===== src/rtl/exhaustive_stim_sequencer_pkg.sv =====
// exhaustive_stim_sequencer_pkg: shared FSM state type and MISR constants.
//   state_e   : sweep FSM states
//   MISR_POLY : feedback polynomial x^16+x^12+x^5+1
//   MISR_SEED : signature value at reset and at sweep start
package exhaustive_stim_sequencer_pkg;
  typedef enum logic [1:0] {ST_IDLE, ST_SETTLE, ST_SAMPLE, ST_DONE} state_e;
  localparam logic [15:0] MISR_POLY = 16'h1021;
  localparam logic [15:0] MISR_SEED = 16'hFFFF;
endpackage


===== src/rtl/exhaustive_stim_sequencer_misr16.sv =====
// misr16: 16-bit serial-input signature register.
//   CK     : clock
//   reset  : async active-low reset, loads MISR_SEED
//   seed_i : synchronous seed load, takes priority over shifting
//   en_i   : shift enable
//   d_i    : serial data in
//   sig_o  : current signature
module misr16
  import exhaustive_stim_sequencer_pkg::*;
(
  input  logic        CK,
  input  logic        reset,
  input  logic        seed_i,
  input  logic        en_i,
  input  logic        d_i,
  output logic [15:0] sig_o
);
  logic [15:0] sig_q;
  logic        fb;
  assign fb = sig_q[15] ^ d_i;
  always_ff @(posedge CK or negedge reset)
    if (!reset) sig_q <= MISR_SEED;
    else if (seed_i) sig_q <= MISR_SEED;
    else if (en_i) sig_q <= {sig_q[14:0], 1'b0} ^ (fb ? MISR_POLY : 16'h0000);
  assign sig_o = sig_q;
endmodule


===== src/rtl/exhaustive_stim_sequencer.sv =====
// exhaustive_stim_sequencer: walks every WIDTH-bit pattern, holds each SETTLE
// cycles, captures the CUT response per pattern and compresses it in a MISR.
//   CK, reset              : clock, async active-low reset
//   start, abort           : begin sweep (IDLE only) / terminate sweep
//   resp_in                : single-bit CUT response
//   golden_sig             : expected signature, compared in DONE
//   pat_out                : stimulus to the CUT
//   busy, done             : sweep in progress / one-cycle completion pulse
//   resp_vec, signature    : captured responses and their MISR signature
//   pass, aborted          : signature match result / sticky abort flag
module exhaustive_stim_sequencer
  import exhaustive_stim_sequencer_pkg::*;
#(
  parameter int WIDTH  = 4,
  parameter int SETTLE = 1
) (
  input  logic                  CK,
  input  logic                  reset,
  input  logic                  start,
  input  logic                  abort,
  input  logic                  resp_in,
  input  logic [15:0]           golden_sig,
  output logic [WIDTH-1:0]      pat_out,
  output logic                  busy,
  output logic                  done,
  output logic [2**WIDTH-1:0]   resp_vec,
  output logic [15:0]           signature,
  output logic                  pass,
  output logic                  aborted
);
  localparam int              N          = 2**WIDTH;
  localparam logic [3:0]      SETTLE_CNT = 4'(SETTLE);
  localparam logic [WIDTH-1:0] LAST      = '1;
  state_e           state_q;
  logic [WIDTH-1:0] pat_out_q;
  logic [3:0]       cnt_q;
  logic [N-1:0]     resp_vec_q;
  logic             busy_q, done_q, pass_q, aborted_q;
  logic             misr_seed, misr_en;
  // The MISR follows the FSM: seeded on an accepted start, shifted on every
  // non-aborted SAMPLE cycle.
  assign misr_seed = (state_q == ST_IDLE) && start;
  assign misr_en   = (state_q == ST_SAMPLE) && !abort;
  misr16 u_misr (
    .CK     (CK),
    .reset  (reset),
    .seed_i (misr_seed),
    .en_i   (misr_en),
    .d_i    (resp_in),
    .sig_o  (signature)
  );
  always_ff @(posedge CK or negedge reset)
    if (!reset) begin
      state_q    <= ST_IDLE;
      pat_out_q  <= '0;
      cnt_q      <= '0;
      resp_vec_q <= '0;
      busy_q     <= 1'b0;
      done_q     <= 1'b0;
      pass_q     <= 1'b0;
      aborted_q  <= 1'b0;
    end else begin
      done_q <= 1'b0;
      case (state_q)
        ST_IDLE:
          if (start) begin
            pat_out_q  <= '0;
            cnt_q      <= SETTLE_CNT;
            resp_vec_q <= '0;
            pass_q     <= 1'b0;
            aborted_q  <= 1'b0;
            busy_q     <= 1'b1;
            state_q    <= ST_SETTLE;
          end
        ST_SETTLE:
          if (abort) begin
            aborted_q <= 1'b1;
            busy_q    <= 1'b0;
            state_q   <= ST_IDLE;
          end else begin
            cnt_q <= cnt_q - 4'd1;
            if (cnt_q == 4'd1) state_q <= ST_SAMPLE;
          end
        ST_SAMPLE:
          if (abort) begin
            aborted_q <= 1'b1;
            busy_q    <= 1'b0;
            state_q   <= ST_IDLE;
          end else begin
            resp_vec_q[pat_out_q] <= resp_in;
            if (pat_out_q == LAST) begin
              busy_q  <= 1'b0;
              done_q  <= 1'b1;
              state_q <= ST_DONE;
            end else begin
              pat_out_q <= pat_out_q + 1'b1;
              cnt_q     <= SETTLE_CNT;
              state_q   <= ST_SETTLE;
            end
          end
        ST_DONE: begin
          pass_q  <= (signature == golden_sig);
          state_q <= ST_IDLE;
        end
      endcase
    end
  assign pat_out  = pat_out_q;
  assign busy     = busy_q;
  assign done     = done_q;
  assign resp_vec = resp_vec_q;
  assign pass     = pass_q;
  assign aborted  = aborted_q;
endmodule

===== config.mk =====
export PLATFORM = sky130hd
export DESIGN_NAME = exhaustive_stim_sequencer
export DESIGN_NICKNAME = d
export VERILOG_FILES = /design/src/rtl/exhaustive_stim_sequencer_pkg.sv /design/src/rtl/exhaustive_stim_sequencer_misr16.sv /design/src/rtl/exhaustive_stim_sequencer.sv
export SDC_FILE = /design/constraint.sdc
export NUM_CORES = 1
export LEC_CHECK = 0
export BUFFER_PORTS_ARGS = -buffer_cell sky130_fd_sc_hd__buf_4
export CORE_UTILIZATION = 40
export CTS_CLUSTER_SIZE = 14
export DETAILED_ROUTE_END_ITERATION = 7
export HOLD_SLACK_MARGIN = 0.05
export PLACE_DENSITY = 0.72
export SLEW_MARGIN = 25
export SYNTH_ARGS = -nofsm -noshare
export SYNTH_HDL_FRONTEND = slang
export SYNTH_SLANG_ARGS = --single-unit

===== constraint.sdc =====
create_clock -name CK -period 1.77 [get_ports CK]
set_input_delay 0.2655 -clock CK [delete_from_list [all_inputs] [get_ports CK]]
set_output_delay 0.2655 -clock CK [all_outputs]
set_load 0.02 [all_outputs]

== Word-level counts from Yosys, hierarchy flattened ==
Index checks and enable logic that the tools add are counted.
Cells by class
  add/subtract/negate cells: 2
  magnitude comparators: 2
  eq/ne operators: 14
  muxes and demuxes: 36
  bitwise logic cells: 2
  reduce and logical (&&, ||, !) cells: 18
Operators with widths (number)
  $mux 16: 4
  $pmux 16 s2: 1
  $mux 4: 7
  $bwmux 16: 1
  $eq 16x16->1: 1
  $xor 16x16->16: 1
  $mux 13: 1
  $pmux 4 s3: 1
  $mux 1: 10
  $mux 2: 5
  $ne 2x2->1 const B: 5
  $pmux 2 s4: 1
  $pmux 4 s2: 1
  $reduce_and 4->1: 2
  $reduce_bool 2->1: 4
  $reduce_and 3->1: 2
  $lt 4x5->1 const B: 1
  $reduce_and 5->1: 1
  $add 4x1->4 const B: 1
  $demux 1 s4: 1
  $eq 2x2->1 const B: 2
  $eq 4x1->1 const B: 1
  $eq 4x4->1 const B: 1
  $ge 4x1->1 const B: 1
  other kinds (14): 18
Storage, ports and cells
  register bits after elaboration: 46
  input bits: 21
  word-level logic and storage cells: 83

== Depth between registers and ports, before layout ==
Gate-level depths: netlist of run 1.
  depth after elaboration: 7
  depth in mapped cells: 8
  mapped depth without buffers: 6

== Hierarchy ==
Synthesis of run 1 repeated with hierarchy kept, for this count alone.
Second synthesis, totals
  cell total of the unflattened synthesis: 252
  area total of the unflattened synthesis: 2536.2 um^2
Modules (own cells, without submodules)
  exhaustive_stim_sequencer: instances 1, cells an instance 196, area an instance 1795.5 um^2, seq. area each 750.7 um^2
  misr16: instances 1, cells an instance 56, area an instance 740.7 um^2, seq. area each 420.4 um^2

== Worst setup path after synthesis of run 1 ==
Ideal clock, no wire load.
  path kind: register to register
  start: register pat_out_q[0] (netlist: pat_out[0])
  end: register pat_out_q[2] (netlist: pat_out[2])
  arrival time: 1578 ps
  data required time: 1690 ps
  setup slack: 112 ps
  cell stages (with the launch flop): 7
  buffers on the path: 1
  cell sequence: dfrtp_1 ha_1 buf_6 a31oi_4 o211ai_4 or3_1 o211ai_2
On the way
  cells in the longest elaborated chain, start to end: 4
Ends and longest elaborated chain
  start, declared: line exhaustive_stim_sequencer.sv:35  | logic [WIDTH-1:0] pat_out_q;
  start signal, assigned: line exhaustive_stim_sequencer.sv:96  | pat_out_q <= pat_out_q + 1'b1;
  $add 4x1->4: line exhaustive_stim_sequencer.sv:96
  $mux 4: line exhaustive_stim_sequencer.sv:91  | if (pat_out_q == LAST) begin
  $mux 4: line exhaustive_stim_sequencer.sv:85  | if (abort) begin
  $pmux 4 s2: line exhaustive_stim_sequencer.sv:64  | case (state_q)
Several ways; a longest one is shown, not always the timed one. The select of a mux whose other input is x is not followed.
A chain may end at the register's enable or synchronous reset.

== Final worst setup path of run 1 ==
  start: register state_q[0]
  end: register resp_vec_q[0] (netlist: resp_vec[0])
On the way
  cells in the longest elaborated chain, start to end: 3
Ends and longest elaborated chain
  start, declared: line exhaustive_stim_sequencer.sv:34  | state_e state_q;
  start signal, assigned: line exhaustive_stim_sequencer.sv:54  | state_q <= ST_IDLE;
  start signal, assigned: line exhaustive_stim_sequencer.sv:73  | state_q <= ST_SETTLE;
  start signal, assigned: line exhaustive_stim_sequencer.sv:79  | state_q <= ST_IDLE;
  $eq 2x2->1 or $logic_not 2->1 (tied branches): line exhaustive_stim_sequencer.sv:64
  $ne 2x2->1 (no line) or $reduce_bool 2->1 (tied branches)
  $reduce_and 3->1 (no line)
  end signal, assigned by index: line exhaustive_stim_sequencer.sv:90  | resp_vec_q[pat_out_q] <= resp_in;
  end, declared: line exhaustive_stim_sequencer.sv:37  | logic [N-1:0] resp_vec_q;
Several ways; a longest one is shown, not always the timed one.

==> results of run 1 <==
## how the worst max path moves through the flow
stage,end,start,slack (ps)
final,resp_vec[0],state_q[0],70
after global routing,cnt_q[3],state_q[0],-20
after CTS,resp_vec[8],state_q[1],20
after detailed placement,resp_vec[8],state_q[0],9
after global placement,resp_vec[9],state_q[0],100
after floorplan,pat_out[2],pat_out[0],110
## power by group
part	total, mW	switching (mW)	internal (mW)
clock network	0.639	0.360	0.279
registers	1.32	0.125	1.20
logic	1.54	0.899	0.636
## per-layer routing
layer	part of all wire (%)	vias to the layer above	global-route usage, %
met4	1.2	0	6.786
met3	4.9	9	3.483
met5	0	-	0
li1	-	996	-
met2	51	63	30.17
met1	43	983	24.65
## cell type report
type / instances / area [sq um]
Clock buffer: 5 / 68.82
Clock inverter: 3 / 20.02
Inverter: 11 / 41.29
Sequential cell: 46 / 1171
Tap cell: 75 / 93.84
Timing Repair Buffer: 70 / 540.5
Multi-Input combinational cell: 175 / 1255
Fill cell: 543 / 2800
## cells in the mapped netlist, types with 6 or more instances
library cell | instances | area (sq um)
xor2_1 | 18 | 157.7
nand2b_1 | 7 | 43.79
dfstp_2 | 16 | 420.4
o21ai_0 | 35 | 175.2
ha_1 | 12 | 150.1
nand3_1 | 6 | 30.03
inv_1 | 10 | 37.54
nand2_1 | 18 | 67.56
a21oi_1 | 19 | 95.09
o22a_2 | 16 | 160.2
dfrtp_1 | 30 | 750.7
## critical path, stage by stage (launching register included)
cell,delay [ps]
dfrtp_1,420
inv_2,120
ha_2,220
or2b_4,330
and3_2,280
nand2_2,120
o21ai_0,90
## logic make-up after synthesis
group,after synthesis,synth area share (%)
muxes,1,0.3972
xor gates and xnor gates,19,6.604
adders and majority gates,12,5.958
buffers and inverters,19,4.220
and+or+nand+nor,57,13.01
DFF,46,46.47
AOI/OAI and AO/OA,86,23.34
## sequential cells by signal, indices dropped and copies added, names as in the netlist
signal,cells
busy,1
resp_vec,16
done,1
pat_out,4
cnt_q,4
aborted,1
state_q,2
u_misr.sig_o,16
pass,1
## timing repair
item,in CTS,in global routing
gates resized for setup,1,7
hold buffers,1,0
endpoints found under the setup margin,3,18
buffers inserted,0,1
endpoints found under the hold margin,30,0
## metrics by stage
stage | instances | util [%] | TNS [ps] | power, mW | worst slack [ps]
after floorplan | 240 | - | 0 | 2.409 | 111.7
after detailed placement | 375 | 51.27 | 0 | 2.839 | 9.109
after CTS | 384 | 52.92 | 0 | 3.489 | 16.80
final | 385 | 53.26 | 0 | 3.498 | 73.07
after global routing | 385 | 53.26 | -105.0 | 3.738 | -18.16
after global placement | 375 | 51.27 | 0 | 2.792 | 99.98
==> flow_summary.toml, run 1 <==
[die]
io_pins = 61
die_x_um = 81.37
fp.dieH_um = 81.37
die_area_sq_um = 6621
fp-row-count = 28
core-area_sq_um = 5991
start_util_pct = 42.06

[timing]
fmax_ghz = 0.5893
slew_viol_final = 0
setup_viol_count_final = 0
worst_hold_slack_ps = 296.5
skew_ps = 7.233
worstMarginPinSlew_ps = 576.6
rsz0062_at_grt = "yes"
slew_headroom_pct = 61.56
hold_viol = 0
post-route-period-util_pct = 95.87
fin_crit_ps = 1697

[placed_design]
placed_cell_area_sq_um = 3072
dp_hpwl_mm = 4.326
port_buffers = 60
routabilityCongestion = 0.8447

[finish]
final_area_sq_um = 3191
drive_gt1_share_pct = 41.94
diodes = 0
fin_nets = 342
final_cell_mix = "68 x buf_4, 34 x o21ai_0, 30 x dfrtp_1"
area_delta_synth_final_pct = 26.61
final_common_cell = "buf_4"

[synthesis]
synthesis.nets = 273
ys_async_sr_fraction_pct = 100.0
synth-main-ff-cell = "dfrtp_1"
synthCells = 240
synth-seq-cells = 46
ys_warn_count = 0
ys_seq_area_share_pct = 46.47
syn_area_sq_um = 2520
synth_edf_count = 0
syn_avg_cell_area_sq_um = 10.50
synth_cell_types = 49

[drt]
num_vias = 2051
viasPerCell = 5.327
dr.pass1.iters = 4
drc = 0
antenna_left = 0
drt_wl_total_mm = 5.846
wl_per_cell_um = 15.18
drt_iter0_drc = 134

[critical_path]
cp.arrival_ps = 1870
rrSetupSlack_ps = 70
r2r-end = "resp_vec[0]"
worst_setup_path_start_kind = "flip-flop"
worstPathRequired_ps = 1940
crit_type = "flip-flop to flip-flop"
r2r-start = "state_q[0]"
crit_fanout = 8
worstRegToRegCells = 6
endpoint_kind = "flip-flop"

[power]
powerDensity_nw_per_um2 = 1096
ir_drop_mv = 0.5984
p_leak_nw = 1.397

[cts]
clockBufferDepth = 2
clkLatencyLatePin_ps = 290
cts.reportedPaths.clkPinSlew_ps = 90
numCtsBuffers = 5
tritoncts = "built"
clock_sinks = 46
cts_max_level = 2
cts-root-buf = "clkbuf_8"

[global_routing]
grt_overflow_total = 0
grt.total_usage_pct = 18.63
grt_pass1_wl_mm = 9.390
grt_max_degree = 47
antenna_found_initial = 0
grt_pass1_vias = 2027

[hold_path]
hold_class = "input pin to flip-flop"
hold_start = "golden_sig[15]"
min_delay_path_depth = 4
worstHoldEndpoint = "pass"

[run]
maxCapViolCount = 0

[run_status]
status = "finished, final reports clean"
(Power assumes the default switching activity.)
==> inputs of run 2 (changes only) <==
--- a/config.mk
+++ b/config.mk
@@ -6,6 +6,7 @@
 export NUM_CORES = 1
 export LEC_CHECK = 0
 export BUFFER_PORTS_ARGS = -buffer_cell sky130_fd_sc_hd__buf_4
+export CORE_ASPECT_RATIO = 0.8
 export CORE_UTILIZATION = 40
 export CTS_CLUSTER_SIZE = 14
 export DETAILED_ROUTE_END_ITERATION = 7
@@ -14,4 +15,5 @@
 export SLEW_MARGIN = 25
 export SYNTH_ARGS = -nofsm -noshare
 export SYNTH_HDL_FRONTEND = slang
+export SYNTH_HIERARCHICAL = 1
 export SYNTH_SLANG_ARGS = --single-unit
==> flow_summary.toml, run 2 <==
[run_status]
status = "finished, final reports clean"

[power]
p_leak_nw = 1.513
powerDensity_nw_per_um2 = 1445
ir_drop_mv = 0.8745
power_mw = 4.852

[synthesis]
ys_async_sr_fraction_pct = 100.0
synth.largest_area_cell = "dfrtp_1"
ys_warn_count = 6
syn_avg_cell_area_sq_um = 10.06
synth-main-ff-cell = "dfrtp_1"
synth-seq-cells = 46
synthTopCellsByCount = "36 x o21ai_0, 30 x dfrtp_1, 21 x nor2b_1, 19 x a21oi_1"
synthesis.nets = 284
synthCells = 252
synthTopCellsByArea = "dfrtp_1 30%, dfstp_2 17%, o21ai_0 7.1%, a211o_1 5.5%, xor2_1 5.5%"
synth_edf_count = 0
syn_area_sq_um = 2536
synth_cell_types = 41
ys_seq_area_share_pct = 46.18
synth_top_area_share_pct = 29.60
yosysMostFrequentCell = "o21ai_0"

[timing]
fin_setup_tns_ps = 0
rsz0062_at_grt = "no"
worstMarginPinSlew_ps = 576.9
post-route-period-util_pct = 94.40
slew_viol_final = 0
setup_viol_count_final = 0
skew_ps = 8.902
slew_headroom_pct = 61.54
hold_viol = 0
fin_ws_ps = 99.08
fmax_ghz = 0.5985
worst_hold_slack_ps = 278.2
fin_crit_ps = 1671

[critical_path]
worstPathRequired_ps = 2000
cp.arrival_ps = 1900
crit_fanout = 6
r2r-end = "pat_out[3]"
r2r-start = "state_q[0]"
worst_setup_path_start_kind = "flip-flop"
crit_type = "flip-flop to flip-flop"
rrSetupSlack_ps = 100
worstRegToRegCells = 6
endpoint_kind = "flip-flop"

[cts]
tritoncts = "built"
post_cts_buffers = 0
clock_sinks = 46
cts-root-buf = "clkbuf_8"
clkLatencyLatePin_ps = 310
cts.reportedPaths.clkPinSlew_ps = 90
cts_max_level = 2
numCtsBuffers = 5
clockBufferDepth = 2

[placed_design]
routabilityCongestion = 0.8235
port_buffers = 60
dp_hpwl_mm = 4.453
pre_cts_ws_ps = -131.7

[finish]
drive_gt1_share_pct = 36.06
fin_nets = 361
area_delta_synth_final_pct = 32.41
diodes = 0
final_cell_mix = "77 x buf_4, 32 x o21ai_0, 30 x dfrtp_1"
final_common_cell = "buf_4"
final_util_pct = 55.92

[drt]
drt_wl_total_mm = 6.087
drt_iter0_drc = 141
num_vias = 2144
antenna_left = 0
wl_per_cell_um = 14.81
viasPerCell = 5.217
drc = 0
dr.pass1.iters = 4

[die]
die_x_um = 91.03
core-area_sq_um = 6006
start_util_pct = 42.23
die_area_sq_um = 6665
fp.dieH_um = 73.22
io_pins = 61
fp-row-count = 25

[global_routing]
grt_max_degree = 47
grt_overflow_total = 0
grt_pass1_wl_mm = 10.27
grt_pass1_vias = 2120
antenna_found_initial = 0
grt.total_usage_pct = 19.66

[hold_path]
hold_start = "golden_sig[5]"
hold_class = "input pin to flip-flop"
worstHoldEndpoint = "pass"
min_delay_path_depth = 4

[run]
maxCapViolCount = 0
==> run 2: cell count changes in the layout (fill, tap and decap cells not counted), sizes merged, moves of 3 or more <==
cell	delta
nor2b	+17
a211o	+16
o22a	-16
buf	+9
nand2	-6
nand3	-3
==> run 2: how the worst max path moves through the flow <==
stage	startpoint	cells after the start	slack, ps	endpoint
6_report	state_q[0]	6	100	pat_out[3]
3_5_place_dp	state_q[0]	6	-130	resp_vec[15]
5_1_grt	state_q[0]	6	7	pat_out[3]
4_1_cts	state_q[1]	8	5	resp_vec[6]
3_3_place_gp	state_q[0]	6	-90	resp_vec[15]
2_1_floorplan	pat_out[0]	5	40	pat_out[3]
==> run 2: per-layer routing <==
metal / GRT usage [%] / wire length, um / up-vias / share of wire (%)
met3: 6.146 / 310 / 5 / 5.1
met2: 30.39 / 2756 / 53 / 45
li1: - / - / 1050 / -
met4: 5.291 / 53 / 0 / 0.87
met1: 26.90 / 2966 / 1036 / 49
met5: 0 / 0 / - / 0
==> run 2: cell type report <==
type	count	area, sq um
multi-input combinational	186	1341
fill	547	2648
sequential	46	1171
clock buffer	6	82.58
tap	81	101.3
clock inverter	2	12.51
timing repair buffer	79	608.1
inverter	11	41.29
==> run 2: report_power, final <==
| group | internal (mW) | leakage (nW) | switching [mW] |
|---|---|---|---|
| Clock | 0.314 | 0.0472 | 0.372 |
| Sequential | 1.45 | 0.576 | 0.317 |
| Combinational | 1.13 | 0.890 | 1.26 |
| Total | 2.90 | 1.51 | 1.95 |
==> run 2: repair_timing <==
item	CTS	global route
pin swaps	0	0
hold endpoints to repair	30	0
hold buffers	1	0
gates resized for setup	2	16
endpoints found under the setup margin	16	20
==> run 2: kinds of logic (layout without fill, tap and decap cells) <==
family          Yosys count  count (layout)  synth area share [%]
mux                       1               1                0.3947
buf+inv                  20              98                 3.256
simple gates             66              66                 15.05
xor+xnor                 19              19                 7.745
compound gates           89              89                 21.95
flops                    46              46                 46.18
fa+ha+maj                11              11                 5.427
==> run 2: critical path, cell delays in order (launching register included) <==
cell and delay (ps):
dfrtp_1 390, inv_1 110, ha_2 240, nand2b_4 90, a2bb2oi_2 190, or3_4 360, o31ai_2 210
==> run 2: per-stage QoR <==
stage / cell area (sq um) / std cells
3_5_place_dp: 3197 / 402
5_1_grt: 3358 / 411
4_1_cts: 3307 / 411
6_report: 3358 / 411
3_3_place_gp: 3197 / 402
2_1_floorplan: 2539 / 252
==> inputs of run 3 (changes only) <==
--- a/config.mk
+++ b/config.mk
@@ -11,9 +11,8 @@
 export CTS_CLUSTER_SIZE = 14
 export DETAILED_ROUTE_END_ITERATION = 7
 export HOLD_SLACK_MARGIN = 0.05
-export PLACE_DENSITY = 0.72
+export PLACE_DENSITY_LB_ADDON = 0.25
 export SLEW_MARGIN = 25
 export SYNTH_ARGS = -nofsm -noshare
 export SYNTH_HDL_FRONTEND = slang
-export SYNTH_HIERARCHICAL = 1
 export SYNTH_SLANG_ARGS = --single-unit
==> flow_summary.toml, run 3 (synthesis gave the netlist of run 1 again) <==
[drt]
drt_iter0_drc = 155
viasPerCell = 5.228
antenna_left = 0
dr.pass1.iters = 4
drt_wl_total_mm = 5.934
drc = 0
wl_per_cell_um = 15.18
num_vias = 2044

[critical_path]
endpoint_kind = "flip-flop"
cp.arrival_ps = 1870
crit_type = "flip-flop to flip-flop"
crit_fanout = 8
worst_setup_path_start_kind = "flip-flop"
worstPathRequired_ps = 2000
critPathMaxStageDelay_ps = 430
crit_slowest_cell = "dfrtp_1"
cp_cell_sequence = "inv_2 > ha_2 > or2b_4 > o211ai_4 > or3_1 > o211ai_2"

[die]
io_pins = 61
core-area_sq_um = 6006
die_area_sq_um = 6623
die_x_um = 90.74
start_util_pct = 41.96
fp-row-count = 25
fp.dieH_um = 72.99

[power]
p_leak_nw = 1.398
power.switching_mw = 1.391
powerDensity_nw_per_um2 = 1117
intPower_mw = 2.200
ir_drop_mv = 0.3960
clkPwrFrac_pct = 20.0
power_frac_comb_pct = 43.2
p_seq_share_pct = 36.8
swShare_pct = 38.73
power_mw = 3.591

[timing]
hold_viol = 0
skew_ps = 7.018
rsz0062_at_grt = "no"
fmax_ghz = 0.6083
slew_viol_final = 0
post-route-period-util_pct = 92.87
worst_hold_slack_ps = 311.0
worstMarginPinSlew_ps = 592.0
fin_setup_tns_ps = 0
setup_viol_count_final = 0
fin_crit_ps = 1644
slew_headroom_pct = 60.53

[finish]
diodes = 0
area_delta_synth_final_pct = 27.56
stdcell_count = 391
final_common_cell = "buf_4"
final_util_pct = 53.52
drive_gt1_share_pct = 41.94
fin_nets = 342
final_cell_mix = "69 x buf_4, 34 x o21ai_0, 30 x dfrtp_1"

[global_routing]
grt_pass1_vias = 1980
gr-usage-met2_pct = 28.37
grt_overflow_total = 0
grtUsageMet3_pct = 4.063
grt_max_degree = 47
grt_pass1_wl_mm = 9.853
busiest_layer = "met1"
grt.total_usage_pct = 19.33
use_met1_pct = 28.63
antenna_found_initial = 0

[cts]
tritoncts = "built"
cts.reportedPaths.clkPinSlew_ps = 90
clock_sinks = 46
cts_max_level = 2
cts-root-buf = "clkbuf_8"
clockBufferDepth = 2
numCtsBuffers = 5
clkLatencyLatePin_ps = 300

[hold_path]
hold_class = "input pin to flip-flop"

[placed_design]
routabilityCongestion = 0.8511
dp_hpwl_mm = 4.390
dp_cells = 381
port_buffers = 60

[run_status]
status = "finished, final reports clean"

[run]
maxCapViolCount = 0
[run 3: final cells by class]
cell class	instances	area (sq um)
clock buffer	7	96.34
clock inverter	1	8.758
fill	541	2791
inverter	11	41.29
multi-input combinational	175	1267
sequential	46	1171
tap	81	101.3
timing repair buffer	70	528.0
[run 3: path summary, 6_finish.rpt]
| check | start | endpoint | slack (ps) | depth (start not counted) |
|---|---|---|---|---|
| max in group asynchronous | reset | cnt_q[2] | 860 | 2 |
| worst min register to register | resp_vec[12] | resp_vec[12] | 510 | 2 |
| min in group asynchronous | reset | resp_vec[3] | 500 | 2 |
| worst min-delay path | golden_sig[15] | pass | 310 | 4 |
| worst max-delay path | state_q[1] | pat_out[2] | 130 | 6 |
| worst max register to register | state_q[1] | pat_out[2] | 130 | 6 |
[run 3: critical path, delay by kind of cell (launching register included)]
kind | cells | cell delay [ps]
buffers and inverters | 1 | 70
flip-flops | 1 | 430
AO/OA/AOI/OAI | 2 | 200
AND/OR/NAND/NOR | 2 | 670
adder cells (fa/ha/maj) | 1 | 190
[run 3: power groups by stage]
stage / sequential [mW] / clock (mW) / combinational, mW
after floorplan: 1.41 / 0 / 1.00
final: 1.32 / 0.717 / 1.55
after global routing: 1.35 / 0.780 / 1.71
after detailed placement: 1.34 / 0 / 1.50
after CTS: 1.32 / 0.747 / 1.50
after global placement: 1.33 / 0 / 1.47
[run 3: stage by stage]
step / area, sq um / setup WS [ps]
detailed placement: 3067 / 16.92
floorplan: 2520 / 111.7
CTS: 3182 / 8.855
global route: 3214 / 24.46
finish: 3214 / 126.2
global placement: 3067 / 91.55
[run 3: layer usage]
| metal | routed length [um] | part of all wire (%) |
|---|---|---|
| met1 | 2974 | 50 |
| met2 | 2568 | 43 |
| met4 | 72 | 1.2 |
| met3 | 318 | 5.4 |
| met5 | 0 | 0 |
[run 3: timing repair]
action | 4_1_cts | 5_1_grt
hold buffers | 1 | 0
setup buffers | 0 | 1
gates cloned | 0 | 0
pin swaps | 0 | 0
endpoints found under the hold margin | 30 | 0
setup endpoints to repair | 2 | 18
gates resized for setup | 1 | 9
